[src/rtl/instr_fetch_unit.sv]
// Instruction fetch sequencer for the 8-bit CPU.
// Walks the program memory one byte per cycle and assembles 1- or 2-byte
// instructions into an output register. Taken branches from execute redirect
// the fetch stream.
//
// Handshake (instr_*): a transfer happens on a rising edge where
// instr_valid && instr_ready. While instr_valid && !instr_ready the output
// register is held stable. instr_valid only drops after a transfer, or on a
// redirect or reset.
module instr_fetch_unit #(
    parameter int              ADDR_W   = 8,
    parameter logic [ADDR_W-1:0] RESET_PC = 8'h00
) (
    input  logic              clk,
    input  logic              reset,
    output logic [ADDR_W-1:0] mem_addr,
    input  logic [7:0]        mem_data,
    input  logic              fetch_en,
    input  logic              redirect_valid,
    input  logic [ADDR_W-1:0] redirect_pc,
    output logic              instr_valid,
    input  logic              instr_ready,
    output logic [7:0]        instr_op,
    output logic [7:0]        instr_imm,
    output logic              instr_two_byte,
    output logic [ADDR_W-1:0] instr_pc,
    output logic              fetch_busy
);

    localparam logic FETCH_OP  = 1'b0;
    localparam logic FETCH_IMM = 1'b1;
    localparam logic [ADDR_W-1:0] PC_STEP = 1;

    logic              state;
    logic [ADDR_W-1:0] pc;
    logic [7:0]        op_hold;
    logic [ADDR_W-1:0] op_pc;
    logic              out_free;
    logic              byte_is_two;

    // Program memory is addressed straight from the pc register.
    assign mem_addr   = pc;
    assign fetch_busy = (state == FETCH_IMM);

    // Output register can take a new instruction when empty or being consumed.
    assign out_free = !instr_valid || instr_ready;

    // Length decode: MOV_IMM/CMP_IMM (1000xxxx) and BRA/BHI/BEQ (101xxxxx) carry an immediate.
    assign byte_is_two = (mem_data[7:4] == 4'b1000) || (mem_data[7:5] == 3'b101);

    // Fetch sequencer: pc, state, partial opcode and the output register.
    always_ff @(posedge clk) begin
        if (reset) begin
            pc             <= RESET_PC;
            state          <= FETCH_OP;
            op_hold        <= 8'h00;
            op_pc          <= '0;
            instr_valid    <= 1'b0;
            instr_op       <= 8'h00;
            instr_imm      <= 8'h00;
            instr_two_byte <= 1'b0;
            instr_pc       <= '0;
        end else if (redirect_valid) begin
            // Discard any partial instruction; no byte is consumed this cycle.
            pc          <= redirect_pc;
            state       <= FETCH_OP;
            instr_valid <= 1'b0;
        end else begin
            case (state)
                FETCH_OP: begin
                    if (fetch_en && out_free) begin
                        pc <= pc + PC_STEP;
                        if (byte_is_two) begin
                            op_hold     <= mem_data;
                            op_pc       <= pc;
                            state       <= FETCH_IMM;
                            // Anything still valid is being consumed this edge.
                            instr_valid <= 1'b0;
                        end else begin
                            instr_valid    <= 1'b1;
                            instr_op       <= mem_data;
                            instr_imm      <= 8'h00;
                            instr_two_byte <= 1'b0;
                            instr_pc       <= pc;
                        end
                    end else if (instr_ready) begin
                        instr_valid <= 1'b0;
                    end
                end
                default: begin
                    // Immediate byte: always completes, output register is empty here.
                    pc             <= pc + PC_STEP;
                    state          <= FETCH_OP;
                    instr_valid    <= 1'b1;
                    instr_op       <= op_hold;
                    instr_imm      <= mem_data;
                    instr_two_byte <= 1'b1;
                    instr_pc       <= op_pc;
                end
            endcase
        end
    end

endmodule

[config.mk]
export PLATFORM = sky130hd
export DESIGN_NAME = instr_fetch_unit
export DESIGN_NICKNAME = d
export VERILOG_FILES = /design/src/rtl/instr_fetch_unit.sv
export SDC_FILE = /design/constraint.sdc
export NUM_CORES = 1
export LEC_CHECK = 0
export BUFFER_PORTS_ARGS = -buffer_cell sky130_fd_sc_hd__buf_2
export CELL_PAD_IN_SITES_DETAIL_PLACEMENT = 1
export CELL_PAD_IN_SITES_GLOBAL_PLACEMENT = 2
export CORE_MARGIN = 3
export CORE_UTILIZATION = 35
export DETAILED_ROUTE_END_ITERATION = 16
export MAX_ROUTING_LAYER = met4
export PLACE_DENSITY = 0.86
export SLEW_MARGIN = 20
export SYNTH_ARGS = -nofsm -noshare
export SYNTH_HDL_FRONTEND = slang
export SYNTH_SLANG_ARGS = --single-unit
[constraint.sdc]
create_clock -name clk -period 4.2 [get_ports clk]
set_clock_uncertainty 0.15 [all_clocks]
set_input_delay 0.84 -clock clk [delete_from_list [all_inputs] [get_ports clk]]
set_output_delay 0.84 -clock clk [all_outputs]
set_load 0.01 [all_outputs]
==> flow_summary.yaml, run 1 <==
power:
  p_leak_uw: 0.00108
  peakVddDrop_mv: 0.168
  total_power_uw: 1080
  power_density_nw_per_um2: 387
placement:
  port_buffers: 55
  globalplace.congestion: 0.727
  placed_area_sq_um: 2660
  dp_hpwl_mm: 4.40
  pre_cts_slack_ns: 1.63
setup_path:
  critPathMaxFanout: 24
  path_buf_inv: 1
  cpPeakStageDelay_ns: 0.89
  reg2reg_to: "instr_imm[1]"
  rr_worst_depth: 3
  worstSetupPathType: "reg -> out"
  cp.arrival_ns: 1.47
  critical-path-slowest-cell: "dfxtp_1"
  r2r_start: "fetch_busy"
  worstPathRequired_ns: 3.21
  cp_cell_sequence: "buf_2"
  r2r_slack_ns: 2.03
  cp-end-kind: "output pin"
  path_delay_family: "flip-flops"
  crit_cells: 1
  worst_setup_path_start_kind: "register"
routing:
  drtPass1Iterations: 4
  vias_per_cell: 5.57
  routed_wl_mm: 6.45
  drtAntennaViolNets: 0
  wl_per_cell_um: 17.3
  drc_errors: 0
  num_vias: 2079
  dr.first_iter.drc_count: 95
synth:
  synth_cell_types: 42
  ys_top_cells_by_area: "dfxtp_1 43%, a221oi_2 10%, a211oi_1 5.3%, nand3_1 4.2%, nor2b_1 3.9%"
  synth_edf_count: 0
  syn_area_sq_um: 2390
  synth-seq-area-share: 0.428
  ys_ff_latch: 51
  netlist_instances: 252
  synth.largest_area_cell: "dfxtp_1"
  avgSynthCellArea_sq_um: 9.47
  synth_warnings: 0
  ys_async_sr_fraction: 0
  synthFlopType: "dfxtp_1"
  synth_top_cell_area_share: 0.428
  synth_fp_nets: 274
timing:
  worst-slew-pin-transition_ns: 0.980
  finalWorstSetupSlack_ns: 1.74
  slew_violations: 0
  max_freq_mhz: 407
  hold_viol: 0
  relSlewSlack: 0.343
  setup_viol: 0
  finalSetupTns_ns: 0
  post-route-period-util: 0.585
  rsz0062_at_grt: "false"
  fin_crit_ns: 2.46
clock_tree:
  path_clk_slew_ns: 0.10
  cts_root_buffer: "clkbuf_8"
  holdBufCountCts: 0
  cts_tree: "built"
  clk_latency_ns: 0.31
  post_cts_resized: 0
  clockBufferDepth: 2
  clock_sinks: 51
  h-tree-depth: 2
  cts_setup_buffers: 0
  numCtsBuffers: 5
floorplan:
  row_count: 29
  fp.coreArea_sq_um: 6490
  die_w_um: 88.6
  dieArea_sq_um: 7840
  die_y_um: 88.6
  ios: 56
  initial_core_util: 0.367
global_route:
  grt_max_degree: 42
  grt_pass1_wl_mm: 10.7
  antenna_found_initial: 0
  grt_pass1_vias: 2054
  track_usage: 0.181
  grt-ovfl-total: 0
cells_and_area:
  nFillCells: 782
  num_antenna_cells: 0
  fin_area_sq_um: 2800
  fin_nets: 317
  layout-drive-gt1-share: 0.301
  utilization: 0.431
  syn_to_final_growth_pct: 17.3
worst_hold_path:
  hold_path.class: "reg -> reg"
  hold_start: "instr_pc[6]"
  whs_path_depth: 2
  hold_end: "instr_pc[6]"
run_status:
  status: "complete, no violations"
run:
  cap_violations: 0
[report_power, final]
part	leakage, uW	internal (uW)	switching, uW
clock	0.0000644	238	177
sequential	0.000416	503	19.8
combinational	0.000598	56.0	90.0
[layout make-up]
class	count	area, sq um	share of cell area
clock buffer	5	68.8	0.0246
sequential	51	1020	0.365
timing repair buffer	57	290	0.104
inverter	22	82.6	0.0295
tap	77	96.3	0.0344
multi-input combinational	158	1170	0.419
clock inverter	3	67.6	0.0242
[cell usage after synthesis, drive strengths merged (3+ instances only)]
cell type   n
a211oi     17
a21oi      17
a221oi     17
a311oi      3
a32o        8
buf        11
clkbuf     10
dfxtp      51
inv        21
nand2       8
nand3      20
nor2        8
nor2b      16
nor4        3
o21ai      17
[metrics by stage]
stage / instances / hold slack, ns
CTS: 373 / 0.315
finish: 373 / 0.312
floorplan: 252 / 0.287
detailed placement: 365 / 0.300
global placement: 365 / 0.300
global route: 373 / 0.326
[cells by family after synthesis]
logic type	count (synthesis)	share of synthesized area
adders and majority gates	1	0.00524
buffers and inverters	43	0.0813
and+or+nand+nor	66	0.158
DFF	51	0.428
xor gates and xnor gates	1	0.00367
AOI/OAI and AO/OA	90	0.324
[cells in the final DEF, fill, tap and decap left out, drive strengths merged, types with 16 or more instances in the layout]
| cell | count |
|---|---|
| dfxtp | 51 |
| a211oi | 17 |
| a21oi | 17 |
| nand3 | 20 |
| a221oi | 17 |
| buf | 57 |
| o21ai | 17 |
| nor2b | 16 |
| inv | 21 |
[state kept, by name, summed over array words and instances (netlist names), 8 cells and up]
name	count
instr_imm	8
instr_op	8
instr_pc	8
mem_addr	8
op_hold	8
op_pc	8
[how the worst max path moves through the flow]
stage | startpoint | endpoint | slack (ns)
2_1_floorplan | mem_data[4] | instr_op[5] | 2.19
3_3_place_gp | redirect_valid | mem_addr[2] | 1.69
3_5_place_dp | redirect_valid | mem_addr[2] | 1.63
4_1_cts | fetch_busy | fetch_busy | 1.74
5_1_grt | fetch_busy | fetch_busy | 1.66
6_report | fetch_busy | fetch_busy | 1.74
[layer usage]
layer	track usage	vias to the layer above	routed length [um]
met1	0.245	1000	3240
li1	-	1023	-
met5	-	-	0
met3	0.0261	8	213
met2	0.277	48	2890
met4	0.0591	0	104
Power figures use the tool's default switching activity.
==> run 2, diff against run 1 <==
- ABC_AREA: unset -> 1
- CORE_UTILIZATION: 35 -> 29
- PLACE_DENSITY: 0.86 -> 0.8
- clock period: 4.2 -> 2.4 ns (I/O delays scaled with it)
==> run 2 against run 1 <==
Compared with the run above:
- design area decreased by 1.5%
- setup slack got worse by 1.1 ns
- via count grew 8.5%
- core utilization shrank 7.6 points
- area after synthesis shrank 2.0%
- die area increased by 17%
- power is 62% higher
- hold slack got worse by 0.022 ns
- non-clock buffer count grew 1
==> flow_summary.yaml, run 2 <==
run_status:
  status: "complete, no violations"
routing:
  num_vias: 2255
  drc_errors: 0
  routed_wl_mm: 6.60
  drtPass1Iterations: 4
  vias_per_cell: 4.74
  dr.first_iter.drc_count: 79
  wl_per_cell_um: 13.9
  drtAntennaViolNets: 0
setup_path:
  cp_cell_sequence: "inv_2, nand2_2, nand3_4, nand2_1, a21oi_1"
  rr_worst_depth: 5
  path_delay_family: "simple AND/OR/NAND/NOR gates"
  critical-path-slowest-cell: "dfxtp_1"
  r2r_slack_ns: 0.62
  cpPeakStageDelay_ns: 0.43
  cp.arrival_ns: 1.81
  worstSetupPathType: "reg -> reg"
  cp-endpoint: "instr_pc[1]"
  reg2reg_to: "instr_pc[1]"
  crit_start: "fetch_busy"
  r2r_start: "fetch_busy"
  path_buf_inv: 1
  worst_setup_path_start_kind: "register"
  critPathMaxFanout: 25
  crit_cells: 5
  cp-end-kind: "register"
  worstPathRequired_ns: 2.43
power:
  clockPowerShare: 0.359
  p_seq_frac: 0.516
  total_power_uw: 1760
  combPwrFrac: 0.125
  p_int_uw: 1290
  p_switching_uw: 464
  power_density_nw_per_um2: 637
  peakVddDrop_mv: 0.295
  p_leak_uw: 0.00119
  switching_share: 0.264
global_route:
  grt_pass1_vias: 2191
  antenna_found_initial: 0
  grt_pass1_wl_mm: 10.9
  track_usage: 0.156
  grt_max_degree: 33
  grt-ovfl-total: 0
synth:
  synth_cell_types: 26
  ys_async_sr_fraction: 0
  synth_fp_nets: 351
  synth_warnings: 0
  synth_most_common_cell: "nand2_1"
  avgSynthCellArea_sq_um: 7.11
  ys_top_cells_by_area: "dfxtp_1 44%, nand2_1 14%, a21oi_1 7.3%, nor2_1 6.9%, o21ai_0 5.6%"
  syn_area_sq_um: 2340
  synth-seq-area-share: 0.437
  synthFlopType: "dfxtp_1"
  synth.largest_area_cell: "dfxtp_1"
  synth_edf_count: 0
  ys_ff_latch: 51
  synth_top_cell_area_share: 0.437
  synthTopCellsByCount: "88 x nand2_1, 51 x dfxtp_1, 43 x nor2_1, 34 x a21oi_1, 26 x o21ai_0"
  netlist_instances: 329
timing:
  hold_viol: 0
  finalSetupTns_ns: 0
  finalWorstSetupSlack_ns: 0.620
  max_freq_mhz: 562
  hold_ws_ns: 0.290
  setup_viol: 0
  worst-slew-pin-transition_ns: 0.646
  post-route-period-util: 0.742
  relSlewSlack: 0.569
  slew_violations: 0
  rsz0062_at_grt: "false"
  fin_crit_ns: 1.78
clock_tree:
  holdBufCountCts: 0
  clk_latency_ns: 0.30
  h-tree-depth: 2
  numCtsBuffers: 5
  clockBufferDepth: 2
  cts_tree: "built"
  clock_sinks: 51
  cts_setup_buffers: 0
  cts_root_buffer: "clkbuf_8"
  path_clk_slew_ns: 0.10
  post_cts_resized: 0
floorplan:
  die_w_um: 95.8
  initial_core_util: 0.301
  dieArea_sq_um: 9180
  fp.coreArea_sq_um: 7770
  die_y_um: 95.8
  row_count: 32
  ios: 56
cells_and_area:
  mostFrequentLayoutCells: "88 x nand2_1, 55 x buf_2, 51 x dfxtp_1"
  final_common_cell: "nand2_1"
  utilization: 0.355
  syn_to_final_growth_pct: 17.8
  num_antenna_cells: 0
  layout-drive-gt1-share: 0.209
  fin_nets: 395
placement:
  pre_cts_slack_ns: 0.473
  dp_hpwl_mm: 4.69
  globalplace.congestion: 0.840
  port_buffers: 55
worst_hold_path:
  hold_start: "redirect_pc[1]"
  hold_path.class: "in -> reg"
  whs_path_depth: 3
run:
  cap_violations: 0
run 2: cell families (layout without fill, tap and decap cells):
family / after synthesis / after routing / share of synthesized area
and+or+nand+nor: 175 / 175 / 0.337
AOI/OAI and AO/OA: 63 / 63 / 0.136
DFF: 51 / 51 / 0.437
buffers and inverters: 38 / 83 / 0.0813
adders and majority gates: 1 / 1 / 0.00535
xor gates and xnor gates: 1 / 1 / 0.00375
run 2: layout make-up:
| type | count | area (sq um) |
|---|---|---|
| inverter | 17 | 63.8 |
| fill | 1021 | 5010 |
| multi-input combinational | 240 | 1130 |
| clock inverter | 2 | 35.0 |
| sequential | 51 | 1020 |
| timing repair buffer | 58 | 298 |
| clock buffer | 6 | 82.6 |
| tap | 102 | 128 |
run 2: worst min path at each step:
stage	end	slack, ns
after floorplan	op_hold[6]	0.27
after global placement	op_hold[6]	0.28
after detailed placement	op_hold[6]	0.29
after CTS	mem_addr[1]	0.28
after global routing	mem_addr[2]	0.30
final	mem_addr[1]	0.29
run 2: power by group through the flow:
stage	Clock (uW)	Combinational, uW	Sequential [uW]
final	631	220	906
after floorplan	0	138	930
after global routing	678	252	912
after global placement	0	220	926
after detailed placement	0	224	926
after CTS	655	225	906
run 2: metrics by stage:
stage	instance area, sq um	cells
finish	2760	476
floorplan	2340	329
global route	2760	476
CTS	2760	476
global placement	2640	468
detailed placement	2640	468
run 2: layer usage:
metal	global-route usage	up-vias	routed length (um)
li1	-	1163	-
met1	0.219	1045	3400
met2	0.236	42	2900
met3	0.0172	5	232
met4	0.0462	0	74
met5	-	-	0
run 2: tightest hold or removal path, delay by kind of cell:
| family | cells | cell delay (ns) |
|---|---|---|
| AO/OA/AOI/OAI | 1 | 0.07 |
| buffers and inverters | 1 | 0.10 |
| AND/OR/NAND/NOR | 1 | 0.05 |
==> run 3, diff against run 2 <==
- clock period: 2.4 -> 1.85 ns (I/O delays scaled with it)
==> run 3 against run 2 <==
Compared with the run above:
- combinational power grew 40%
- sequential share of layout area is 0.66 points lower
- non-clock buffer count increased by 9
- die area unchanged
- setup slack worse by 0.46 ns
- global-route usage grew 0.51 points
- via count up 1.6%
- core utilization up 0.64 points
- power rose by 25%
- critical path type is now reg -> out
- critical endpoint is now fetch_busy
- highest routed layer unchanged
==> flow_summary.yaml, run 3 (same netlist as run 2, synthesis figures left out) <==
cells_and_area:
  fin_nets: 404
  final_common_cell: "nand2_1"
  layout-drive-gt1-share: 0.225
  mostFrequentLayoutCells: "88 x nand2_1, 55 x buf_2, 51 x dfxtp_1"
  syn_to_final_growth_pct: 20.0
  num_antenna_cells: 0
  utilization: 0.361
setup_path:
  crit_start: "fetch_busy"
  worst_setup_path_start_kind: "register"
  cpPeakStageDelay_ns: 0.46
  cp.arrival_ns: 1.17
  r2r_start: "fetch_busy"
  critPathMaxFanout: 13
  worstPathRequired_ns: 1.33
  path_buf_inv: 2
  critical-path-slowest-cell: "dfxtp_1"
  worstSetupPathType: "reg -> out"
  cp_cell_sequence: "buf_4, buf_2"
  path_delay_family: "flip-flops"
  cp-end-kind: "output pin"
placement:
  pre_cts_slack_ns: 0.186
  port_buffers: 55
  globalplace.congestion: 0.832
  dp_hpwl_mm: 5.02
run:
  cap_violations: 0
floorplan:
  dieArea_sq_um: 9180
  row_count: 32
  ios: 56
  fp.coreArea_sq_um: 7770
  initial_core_util: 0.301
  die_w_um: 95.8
  die_y_um: 95.8
timing:
  worst-slew-pin-transition_ns: 0.350
  finalSetupTns_ns: 0
  max_freq_mhz: 592
  setup_viol: 0
  rsz0062_at_grt: "false"
  relSlewSlack: 0.766
  hold_viol: 0
  fin_crit_ns: 1.69
  slew_violations: 0
  post-route-period-util: 0.912
  finalWorstSetupSlack_ns: 0.162
routing:
  wl_per_cell_um: 14.3
  drtAntennaViolNets: 0
  drc_errors: 0
  drtPass1Iterations: 4
  dr.first_iter.drc_count: 39
  routed_wl_mm: 6.93
  num_vias: 2292
  vias_per_cell: 4.73
clock_tree:
  cts_tree: "built"
  holdBufCountCts: 0
  clock_sinks: 51
  cts_root_buffer: "clkbuf_8"
  cts_setup_buffers: 0
  post_cts_resized: 0
  h-tree-depth: 2
  clk_latency_ns: 0.31
  path_clk_slew_ns: 0.10
  clockBufferDepth: 2
  numCtsBuffers: 5
worst_hold_path:
  hold_path.class: "in -> reg"
  hold_start: "redirect_pc[1]"
global_route:
  grt_max_degree: 31
  track_usage: 0.161
  antenna_found_initial: 0
  grt-ovfl-total: 0
  grt_pass1_vias: 2232
  grt_pass1_wl_mm: 11.2
run_status:
  status: "complete, no violations"
power:
  power_density_nw_per_um2: 784
  total_power_uw: 2200
  peakVddDrop_mv: 0.251
  p_leak_uw: 0.00123
[run 3: cell types whose count changed in the layout (fill, tap and decap cells not counted)]
cell and delta:
clkbuf_8 +1, bufinv_16 -1, buf_4 +9, clkinv_2 -1, clkbuf_1 +1
[run 3: power by group]
group,switching (uW),total (uW),internal (uW)
Sequential,33.5,1170,1140
Clock,378,720,342
Combinational,196,308,112
Total,607,2200,1590
[run 3: per-layer routing]
layer	vias up	GRT usage	routed length (um)
met1	1071	0.220	3510
li1	1179	-	-
met4	0	0.0415	23
met3	3	0.0289	229
met5	-	-	0
met2	39	0.246	3160
[run 3: tightest hold or removal path: stages]
cell and delay, ns:
buf_2 0.09, nand2_1 0.05, a31oi_1 0.08
[run 3: final cells by class]
cell class | instances | area (sq um)
Tap cell | 102 | 128
Clock buffer | 8 | 100
Fill cell | 1020 | 4960
Multi-Input combinational cell | 240 | 1130
Sequential cell | 51 | 1020
Inverter | 17 | 63.8
Timing Repair Buffer | 67 | 365
[run 3: worst paths after layout]
path / end / slack (ns) / cells past startpoint
max: fetch_busy / 0.16 / 2
min: mem_addr[1] / 0.18 / 3
max reg2reg: instr_imm[0] / 0.29 / 5
min reg2reg: op_hold[6] / 0.30 / 2
[run 3: metrics by stage]
step                hold WS (ns)  instance area (sq um)  cells
global placement           0.283                   2710    477
global route               0.190                   2810    485
floorplan                  0.275                   2340    329
finish                     0.177                   2810    485
detailed placement         0.289                   2710    477
CTS                        0.172                   2810    485
